### config.mk
export PLATFORM = sky130hd
export DESIGN_NAME = sid_multi_regs_flat
export DESIGN_NICKNAME = d
export VERILOG_FILES = /design/src/rtl/sid_multi_regs_pkg.sv /design/src/rtl/sid_multi_regs_if.sv /design/src/rtl/sid_multi_regs_bus_latch.sv /design/src/rtl/sid_multi_regs.sv /design/src/flat_wrapper.sv
export SDC_FILE = /design/constraint.sdc
export NUM_CORES = 1
export LEC_CHECK = 0
export ABC_AREA = 1
export BUFFER_PORTS_ARGS = -buffer_cell sky130_fd_sc_hd__buf_2
export CORE_MARGIN = 8
export CORE_UTILIZATION = 52
export DETAILED_ROUTE_END_ITERATION = 12
export PLACE_DENSITY_LB_ADDON = 0.3
export SYNTH_ARGS = -nofsm -noshare
export SYNTH_HDL_FRONTEND = slang
export SYNTH_SLANG_ARGS = --single-unit
### constraint.sdc
create_clock -name i_clk -period 1.9 [get_ports i_clk]
set_input_delay 0.19 -clock i_clk [delete_from_list [all_inputs] [get_ports i_clk]]
set_output_delay 0.19 -clock i_clk [all_outputs]
set_load 0.02 [all_outputs]
### src/rtl/sid_multi_regs_pkg.sv
// rtl/sid_multi_regs_pkg.sv - shared constants and helpers for the SID register front-end
package sid_multi_regs_pkg;

    localparam int NUM_REGS = 25;
    localparam int REG_W    = 8;

    localparam logic [4:0] SID_V1_FREQ_LO = 5'h00;
    localparam logic [4:0] SID_V1_FREQ_HI = 5'h01;
    localparam logic [4:0] SID_V1_PW_LO   = 5'h02;
    localparam logic [4:0] SID_V1_PW_HI   = 5'h03;
    localparam logic [4:0] SID_V1_CTRL    = 5'h04;
    localparam logic [4:0] SID_V1_AD      = 5'h05;
    localparam logic [4:0] SID_V1_SR      = 5'h06;
    localparam logic [4:0] SID_V2_FREQ_LO = 5'h07;
    localparam logic [4:0] SID_V2_FREQ_HI = 5'h08;
    localparam logic [4:0] SID_V2_PW_LO   = 5'h09;
    localparam logic [4:0] SID_V2_PW_HI   = 5'h0A;
    localparam logic [4:0] SID_V2_CTRL    = 5'h0B;
    localparam logic [4:0] SID_V2_AD      = 5'h0C;
    localparam logic [4:0] SID_V2_SR      = 5'h0D;
    localparam logic [4:0] SID_V3_FREQ_LO = 5'h0E;
    localparam logic [4:0] SID_V3_FREQ_HI = 5'h0F;
    localparam logic [4:0] SID_V3_PW_LO   = 5'h10;
    localparam logic [4:0] SID_V3_PW_HI   = 5'h11;
    localparam logic [4:0] SID_V3_CTRL    = 5'h12;
    localparam logic [4:0] SID_V3_AD      = 5'h13;
    localparam logic [4:0] SID_V3_SR      = 5'h14;
    localparam logic [4:0] SID_FC_LO      = 5'h15;
    localparam logic [4:0] SID_FC_HI      = 5'h16;
    localparam logic [4:0] SID_RES_FILT   = 5'h17;
    localparam logic [4:0] SID_MODE_VOL   = 5'h18;
    localparam logic [4:0] SID_POTX       = 5'h19;
    localparam logic [4:0] SID_POTY       = 5'h1A;
    localparam logic [4:0] SID_OSC3       = 5'h1B;
    localparam logic [4:0] SID_ENV3       = 5'h1C;

    localparam logic [3:0] PW_HI_MASK = 4'hF;

    // Pulse-width high registers only implement their low nibble.
    function automatic logic is_pw_hi(input logic [4:0] a);
        return (a == SID_V1_PW_HI) || (a == SID_V2_PW_HI) || (a == SID_V3_PW_HI);
    endfunction

endpackage

### src/rtl/sid_multi_regs_if.sv
// rtl/sid_multi_regs_if.sv - shared CPU-side bus for all SID chips
interface sid_multi_regs_if #(
    parameter int NUM_SID = 2
);
    logic [NUM_SID-1:0] cs;
    logic               we;
    logic               rd;
    logic [4:0]         addr;
    logic [7:0]         data_in;
    logic [7:0]         data_out;

    modport master (output cs, output we, output rd, output addr, output data_in, input data_out);
    modport slave  (input cs, input we, input rd, input addr, input data_in, output data_out);
endinterface

### src/rtl/sid_multi_regs_bus_latch.sv
// rtl/sid_multi_regs_bus_latch.sv - per-chip data-bus latch with leakage decay
module sid_bus_latch #(
    parameter int DECAY_TICKS = 8000
) (
    input  logic       i_clk,
    input  logic       i_reset,
    input  logic       i_ce_1m,
    input  logic       i_load,
    input  logic [7:0] i_data,
    output logic [7:0] o_latch
);
    localparam int CNT_W = (DECAY_TICKS > 0) ? $clog2(DECAY_TICKS + 1) : 1;
    localparam logic [CNT_W-1:0] LOAD_VAL = CNT_W'(DECAY_TICKS);
    localparam logic [CNT_W-1:0] ONE      = CNT_W'(1);

    logic [CNT_W-1:0] r_cnt;
    logic [7:0]       r_latch;

    // Load beats decay; with DECAY_TICKS = 0 the counter stays 0 so the latch never leaks.
    always_ff @(posedge i_clk) begin
        if (i_reset) begin
            r_cnt   <= '0;
            r_latch <= '0;
        end else if (i_load) begin
            r_cnt   <= LOAD_VAL;
            r_latch <= i_data;
        end else if (i_ce_1m) begin
            if (r_cnt > ONE) begin
                r_cnt <= r_cnt - ONE;
            end else if (r_cnt == ONE) begin
                r_cnt   <= '0;
                r_latch <= '0;
            end
        end
    end

    assign o_latch = r_latch;
endmodule

### src/rtl/sid_multi_regs.sv
// rtl/sid_multi_regs.sv - multi-chip SID register file, write decode and read mux
module sid_multi_regs
    import sid_multi_regs_pkg::*;
#(
    parameter int NUM_SID     = 2,
    parameter int DECAY_TICKS = 8000
) (
    input  logic                             i_clk,
    input  logic                             i_reset,
    input  logic                             i_ce_1m,
    sid_multi_regs_if.slave                  bus,
    input  logic [8*NUM_SID-1:0]             i_pot_x,
    input  logic [8*NUM_SID-1:0]             i_pot_y,
    input  logic [8*NUM_SID-1:0]             i_osc3,
    input  logic [8*NUM_SID-1:0]             i_env3,
    output logic [NUM_REGS*REG_W*NUM_SID-1:0] o_regs,
    output logic [3*NUM_SID-1:0]             o_ctrl_wr
);
    localparam int CHIP_W = NUM_REGS * REG_W;

    logic                    w_addr_in_file;
    logic                    w_addr_readback;
    logic [NUM_SID-1:0]      w_wr;
    logic [NUM_SID-1:0]      w_refresh;
    logic [NUM_SID-1:0]      w_load;
    logic [NUM_SID-1:0][7:0] w_readback;
    logic [NUM_SID-1:0][7:0] w_latch;
    logic [NUM_SID-1:0][7:0] w_load_data;

    assign w_addr_in_file  = (bus.addr <= SID_MODE_VOL);
    assign w_addr_readback = (bus.addr >= SID_POTX) && (bus.addr <= SID_ENV3);

    genvar g, r;
    generate
        for (g = 0; g < NUM_SID; g++) begin : g_chip
            logic [REG_W-1:0] r_file [NUM_REGS];
            logic [2:0]       r_ctrl_wr;

            // Writes are broadcast to every selected chip; a simultaneous read never refreshes.
            assign w_wr[g]      = bus.we & bus.cs[g];
            assign w_refresh[g] = ~bus.we & bus.rd & bus.cs[g] & w_addr_readback;
            assign w_load[g]    = w_wr[g] | w_refresh[g];

            assign w_readback[g] = (bus.addr == SID_POTX) ? i_pot_x[8*g +: 8] :
                                   (bus.addr == SID_POTY) ? i_pot_y[8*g +: 8] :
                                   (bus.addr == SID_OSC3) ? i_osc3[8*g +: 8]  :
                                   (bus.addr == SID_ENV3) ? i_env3[8*g +: 8]  :
                                                            w_latch[g];

            assign w_load_data[g] = bus.we ? bus.data_in : w_readback[g];

            sid_bus_latch #(
                .DECAY_TICKS (DECAY_TICKS)
            ) u_bus_latch (
                .i_clk   (i_clk),
                .i_reset (i_reset),
                .i_ce_1m (i_ce_1m),
                .i_load  (w_load[g]),
                .i_data  (w_load_data[g]),
                .o_latch (w_latch[g])
            );

            // Register file update; pulse-width high keeps only its low nibble.
            always_ff @(posedge i_clk) begin
                if (i_reset) begin
                    for (int k = 0; k < NUM_REGS; k++) begin
                        r_file[k] <= '0;
                    end
                end else if (w_wr[g] && w_addr_in_file) begin
                    if (is_pw_hi(bus.addr)) begin
                        r_file[bus.addr] <= {4'h0, bus.data_in[3:0] & PW_HI_MASK};
                    end else begin
                        r_file[bus.addr] <= bus.data_in;
                    end
                end
            end

            // One-clock pulse per voice control register write.
            always_ff @(posedge i_clk) begin
                if (i_reset) begin
                    r_ctrl_wr <= '0;
                end else begin
                    r_ctrl_wr <= {w_wr[g] && (bus.addr == SID_V3_CTRL),
                                  w_wr[g] && (bus.addr == SID_V2_CTRL),
                                  w_wr[g] && (bus.addr == SID_V1_CTRL)};
                end
            end

            assign o_ctrl_wr[3*g +: 3] = r_ctrl_wr;

            for (r = 0; r < NUM_REGS; r++) begin : g_reg
                assign o_regs[CHIP_W*g + REG_W*r +: REG_W] = r_file[r];
            end
        end
    endgenerate

    // Lowest selected chip drives the read bus; nothing selected floats high.
    always_comb begin
        bus.data_out = 8'hFF;
        for (int i = NUM_SID - 1; i >= 0; i--) begin
            if (bus.cs[i]) begin
                bus.data_out = w_readback[i];
            end
        end
    end
endmodule
### src/flat_wrapper.sv
// flat-port wrapper written by rule: the top's interface ports become plain ports
module sid_multi_regs_flat import sid_multi_regs_pkg::*;
#(
    parameter int NUM_SID     = 2,
    parameter int DECAY_TICKS = 8000
)
  (i_clk, i_reset, i_ce_1m, i_pot_x, i_pot_y, i_osc3, i_env3, o_regs, o_ctrl_wr, bus_cs, bus_we, bus_rd, bus_addr, bus_data_in, bus_data_out);
  sid_multi_regs_if #(.NUM_SID(NUM_SID)) bus_i ();
  input  logic i_clk;
  input  logic i_reset;
  input  logic i_ce_1m;
  input  logic [8*NUM_SID-1:0] i_pot_x;
  input  logic [8*NUM_SID-1:0] i_pot_y;
  input  logic [8*NUM_SID-1:0] i_osc3;
  input  logic [8*NUM_SID-1:0] i_env3;
  output logic [NUM_REGS*REG_W*NUM_SID-1:0] o_regs;
  output logic [3*NUM_SID-1:0] o_ctrl_wr;
  input wire logic [$bits(bus_i.cs)-1:0] bus_cs;
  input wire logic [$bits(bus_i.we)-1:0] bus_we;
  input wire logic [$bits(bus_i.rd)-1:0] bus_rd;
  input wire logic [$bits(bus_i.addr)-1:0] bus_addr;
  input wire logic [$bits(bus_i.data_in)-1:0] bus_data_in;
  output wire logic [$bits(bus_i.data_out)-1:0] bus_data_out;
  assign bus_i.cs = bus_cs;
  assign bus_i.we = bus_we;
  assign bus_i.rd = bus_rd;
  assign bus_i.addr = bus_addr;
  assign bus_i.data_in = bus_data_in;
  assign bus_data_out = bus_i.data_out;
  sid_multi_regs #(.NUM_SID(NUM_SID), .DECAY_TICKS(DECAY_TICKS)) u_core (.i_clk(i_clk), .i_reset(i_reset), .i_ce_1m(i_ce_1m), .bus(bus_i), .i_pot_x(i_pot_x), .i_pot_y(i_pot_y), .i_osc3(i_osc3), .i_env3(i_env3), .o_regs(o_regs), .o_ctrl_wr(o_ctrl_wr));
endmodule
# Word level (Yosys, flattened, before mapping)
# Memories as Yosys holds them, arrays and structs flattened.
# Index checks and enable logic that the tools add are counted.
# classes
n_bitwise,12
muxes,52
div,0
magnitude_cmp,5
n_mul,0
add_sub_neg,2
eq_ne,14
shifts,0
n_reduce_logical,29
# op_table
op,n
8-bit 2-to-1 mux,24
13-bit 2-to-1 mux,8
5-bit equality test (second input constant),6
13-bit by 1-bit equality test with 1-bit output (second input constant),2
13-bit by 1-bit greater-than comparator with 1-bit output (second input constant),2
13-bit by 1-bit subtractor with 13-bit output (second input constant),2
1-bit 2-to-1 mux,18
8-bit OR reduction,2
2-bit nonzero test,6
5-bit by 4-bit equality test with 1-bit output (second input constant),2
5-bit less-or-equal comparator (second input constant),2
5-bit 2-to-1 mux,2
1-bit logical AND,9
2-bit AND reduction,4
1-bit AND,7
3-bit AND reduction,2
3-bit nonzero test,2
5-bit by 2-bit equality test with 1-bit output (second input constant),1
5-bit by 3-bit equality test with 1-bit output (second input constant),1
5-bit greater-or-equal comparator (second input constant),1
2-bit inequality test (second input constant),2
1-bit bitwise OR,4
2-bit OR reduction,2
1-bit logical OR,2
1-bit NOT,1
# totals
out_inout_bits,414
latchBits,0
ramBits,400
elab_cells,124
register_bits,48
memories,2
input_bits,84
rom_bits,0
# mem_list
memory,depth,width,read_ports,rd_clocked_by_memory_dff,wr,line_no,source
u_core.g_chip[0].r_file,25,8,25,0,25,sid_multi_regs.sv:36,logic [REG_W-1:0] r_file [NUM_REGS];
u_core.g_chip[1].r_file,25,8,25,0,25,sid_multi_regs.sv:36,

# Longest topological paths before layout
# logic_depth
depth_word,10
depth_mapped,13

# Cells and area by module
# Synthesis repeated with hierarchy kept, for this count alone.
# hier_totals
cells_unflattened,1674
hier_area_um2,18298.8
# by_module_without_submodules
mod,cells_per_inst,area_each_um2,seq_area_each_um2,n_inst
sid_multi_regs,1306,15753.9,12131.6,1
sid_bus_latch,184,1272.5,420.4,2

# Worst setup path after synthesis
# OpenSTA, ideal clock, no wires.
# synth_path
path_type,input port to flip-flop
start,input bus_addr[1]
end,memory u_core.g_chip[0].r_file[23][0] (enable)
arrival_time_ns,1.407
path_slack_ns,0.164
t_required_ns,1.571
setup_time_ns,0.329
stages,8
path_buffers,1
path_cell_list,nor2_2 > nand2_2 > nand2_1 > inv_1 > nor2_2 > buf_2 > nand2_1 > nand2_1
# synth_rtl
item,line_no,source
"start, declared",flat_wrapper.sv:21,input wire logic [$bits(bus_i.addr)-1:0] bus_addr;
"end, declared",sid_multi_regs.sv:36,

# Worst setup path after layout
# layout_path
start,register u_core.g_chip[1].u_bus_latch.r_latch[4]
end,output bus_data_out[4]
# layout_via
elab_chain_len,6
# layout_rtl
item,line_no,source
"start, declared",sid_multi_regs_bus_latch.sv:17,logic [7:0] r_latch;
"start signal, assigned",sid_multi_regs_bus_latch.sv:26,r_latch <= i_data;
8-bit 2-to-1 mux,sid_multi_regs.sv:47,(bus.addr == SID_ENV3) ? i_env3[8*g +: 8] :
8-bit 2-to-1 mux,sid_multi_regs.sv:46,(bus.addr == SID_OSC3) ? i_osc3[8*g +: 8] :
8-bit 2-to-1 mux,sid_multi_regs.sv:45,(bus.addr == SID_POTY) ? i_pot_y[8*g +: 8] :
8-bit 2-to-1 mux,sid_multi_regs.sv:44,assign w_readback[g] = (bus.addr == SID_POTX) ? i_pot_x[8*g +: 8] :
8-bit 2-to-1 mux (2 in series),sid_multi_regs.sv:101,if (bus.cs[i]) begin
"end, declared",flat_wrapper.sv:23,output wire logic [$bits(bus_i.data_out)-1:0] bus_data_out;
# Every way passes these cells.

==> results_dict.tcl <==
set metrics [dict create \
    worst_pin_slew_ns 0.728 \
    grt_overflow 0 \
    synth_edf_count 400 \
    grt_setup_unrepaired "true" \
    netlist.area_leader.share_pct 67.8 \
    rows 67 \
    start_kind "flip-flop" \
    syn_area_per_cell_um2 11.1 \
    slew_violations 0 \
    vias 14300 \
    min_from "bus_we" \
    netlist_instances 1595 \
    clk_pin_slew_worst_paths_ns 0.06 \
    synth_area_leaders "edfxtp_1, nor2_1, nand2_1" \
    diodes 0 \
    clock_skew_ns 0.0176 \
    worstSetupStartpoint "u_core.g_chip[1].u_bus_latch.o_latch[4]$_SDFFE_PP0P_" \
    grt_usage_pct 29.1 \
    insertion_delay_ns 0.55 \
    min_period_ns 1.86 \
    synth_seq_cells 448 \
    p_leak_nw 10.1 \
    max_freq_mhz 538 \
    place_area_um2 22100 \
    port-buffer-count 497 \
    synth_ff_type "edfxtp_1" \
    setup_violations 0 \
    gp_congestion 0.919 \
    synth_cell_type_count 34 \
    maxCapViolCount 0 \
    dieArea_um2 40200 \
    fin_total_pwr_mw 23.2 \
    r2r_start "u_core.g_chip[0].u_bus_latch.r_cnt[2]$_SDFFE_PP0P_" \
    finalHoldViolCount 0 \
    dp_slack_ns -0.0741 \
    area_growth_syn_to_layout_pct 33.8 \
    cts_max_level 2 \
    antenna_found_initial 1 \
    relSlewSlack_pct 51.4 \
    end_kind "output pin" \
    cts_made_buffers 45 \
    ios 498 \
    hold_class "input port to flip-flop" \
    ys_warn_count 0 \
    yosysSeqAreaShare_pct 73.2 \
    drcViolationCount 0 \
    clock-sinks 448 \
    grt_pass1_vias 14400 \
    outcome "completed" \
    cp.required_ns 1.71 \
    power-per-cell-area_nw_per_um2 980 \
    routed_via_density 5.22 \
    final.setup.worst_slack_ns 0.0399 \
    synth_commonest_cells "nor2_1, edfxtp_1, nand2_1" \
    design_area_um2 23700 \
    core-area_um2 33500 \
    nFillCells 2413 \
    drtIter0Drc 1390 \
    die_x_um 201 \
    finalWirelength_um 60600 \
    final_nets 2350 \
    root_buffer "clkbuf_16" \
    cp_data_arrival_time_ns 1.67 \
    cts_buffer_depth 3 \
    fin_cells 2745 \
    grt_pass1_wl_um 89200 \
    drive_gt1_share_pct 33.9 \
    grt_max_degree 51 \
    synth.most_common_cell "nor2_1" \
    period_share_pct 97.9 \
    dp.cells 2656 \
    drtPass1Iterations 5 \
    synth_area_um2 17700 \
    synthArstFlopShare_pct 0 \
    dieHeight_um 201 \
    start_util_pct 52.8 \
    ir_drop_uv 570 \
    wl_per_cell_um 22.1 \
    whs_ns 0.0369 \
    place_hpwl_um 45200 \
    cts_tree "yes" \
    yosys.area.top_type "edfxtp_1" \
    critical_path.max_fanout 2 \
    ant_nets 0 \
    setup.worst_path.class "flip-flop to output pin" \
]
## sequential cells by signal, indices dropped and copies added (netlist names)
| name | flops |
|---|---|
| u_core.g_chip.u_bus_latch.r_cnt | 26 |
| u_core.g_chip.r_file | 400 |
| u_core.g_chip.r_ctrl_wr | 6 |
| u_core.g_chip.u_bus_latch.o_latch | 16 |
## what timing repair did
action                                  in CTS  in global routing
hold buffers                                 4                  0
endpoints found under the setup margin       3                 24
buffers inserted                             2                  1
pin swaps                                    4                 12
resized for setup                            8                 42
endpoints found under the hold margin        4                  0
## cells by family after synthesis
kind of cell               after synthesis  share of synthesized area, %
and+or+nand+nor                        881                          19.7
adders and majority gates                4                         0.282
buffers and inverters                  181                          4.02
AOI/OAI and AO/OA                       69                          2.18
other                                    1                        0.0212
xor gates and xnor gates                11                         0.544
DFF                                    448                          73.2
## placed cells by master (no fill, tap or decap), types with 2 or more instances in the layout
master | Yosys | routed
dlygate4sd3_1 | 0 | 4
nor3_1 | 20 | 20
o21bai_1 | 4 | 4
clkbuf_8 | 0 | 2
o21ai_1 | 0 | 6
nor2_2 | 4 | 8
o21ai_0 | 23 | 16
nor2_1 | 472 | 466
buf_12 | 0 | 29
clkbuf_16 | 0 | 45
buf_4 | 1 | 125
a21oi_1 | 28 | 28
inv_2 | 3 | 15
inv_6 | 0 | 4
nand4_1 | 4 | 4
edfxtp_1 | 400 | 400
nand2_2 | 3 | 10
clkinv_2 | 0 | 5
xnor2_1 | 2 | 2
dfxtp_1 | 48 | 43
nor2_4 | 0 | 2
xor2_1 | 9 | 9
a31oi_1 | 2 | 2
dfxtp_2 | 0 | 5
clkinvlp_4 | 0 | 3
or2_2 | 15 | 15
bufinv_16 | 0 | 4
nand2_1 | 308 | 300
o21a_1 | 2 | 2
inv_1 | 114 | 101
buf_2 | 24 | 493
conb_1 | 1 | 24
ha_1 | 4 | 4
nand3_1 | 49 | 47
clkbuf_1 | 31 | 9
nand3_2 | 1 | 3
clkinv_1 | 4 | 14
o211ai_1 | 9 | 9
buf_6 | 0 | 5
## routing by layer
layer  track usage [%]  vias to the layer above  wire length [µm]
met1              34.6                     6789             22300
met2              50.6                      864             29700
met5                 0                        -                11
met3              7.96                      126              6400
met4              9.83                        2              2130
li1                  -                     6559                 -
## final timing paths
| kind | to | slack (ns) | cells past startpoint |
|---|---|---|---|
| hold / removal | u_core.g_chip[1].u_bus_latch.o_latch[6]$_SDFFE_PP0P_ | 0.04 | 3 |
| setup / recovery | bus_data_out[4] | 0.04 | 9 |
| setup reg to reg | u_core.g_chip[0].u_bus_latch.r_cnt[11]$_SDFFE_PP0P_ | 0.22 | 9 |
| hold reg to reg | u_core.g_chip[0].u_bus_latch.o_latch[5]$_SDFFE_PP0P_ | 0.46 | 2 |
## layout make-up
type                       instances  area (µm²)  area share (%)
multi-input combinational        989        4190            17.7
inverter                         121         462            1.95
tap                              448         561            2.36
clock buffer                      56        1190            5.01
timing repair buffer             657        4090            17.3
clock inverter                    26         238            1.00
sequential                       448       13000            54.8
## stage by stage
stage          utilization [%]  TNS [ns]
3_5_place_dp              65.9     -2.88
5_1_grt                   70.7    -0.289
3_3_place_gp              65.9     -1.18
4_1_cts                   70.4  -0.00204
6_report                  70.7         0
2_1_floorplan                -         0
## critical path, cell delays in order (launching register included)
cell      delay, ns
dfxtp_2        0.33
inv_2          0.05
nand2_2        0.04
o21ai_1        0.07
o21ai_1        0.08
o21bai_1       0.19
nand3_1        0.10
nand2_1        0.09
inv_1          0.05
buf_6          0.12
## power by group
part / total [mW] / internal [mW] / switching, mW
clock network: 8.64 / 4.99 / 3.65
logic: 3.04 / 0.972 / 2.06
registers: 11.5 / 11.3 / 0.259
total: 23.2 / 17.2 / 5.97
No activity file was read; power rests on OpenSTA's default activity.
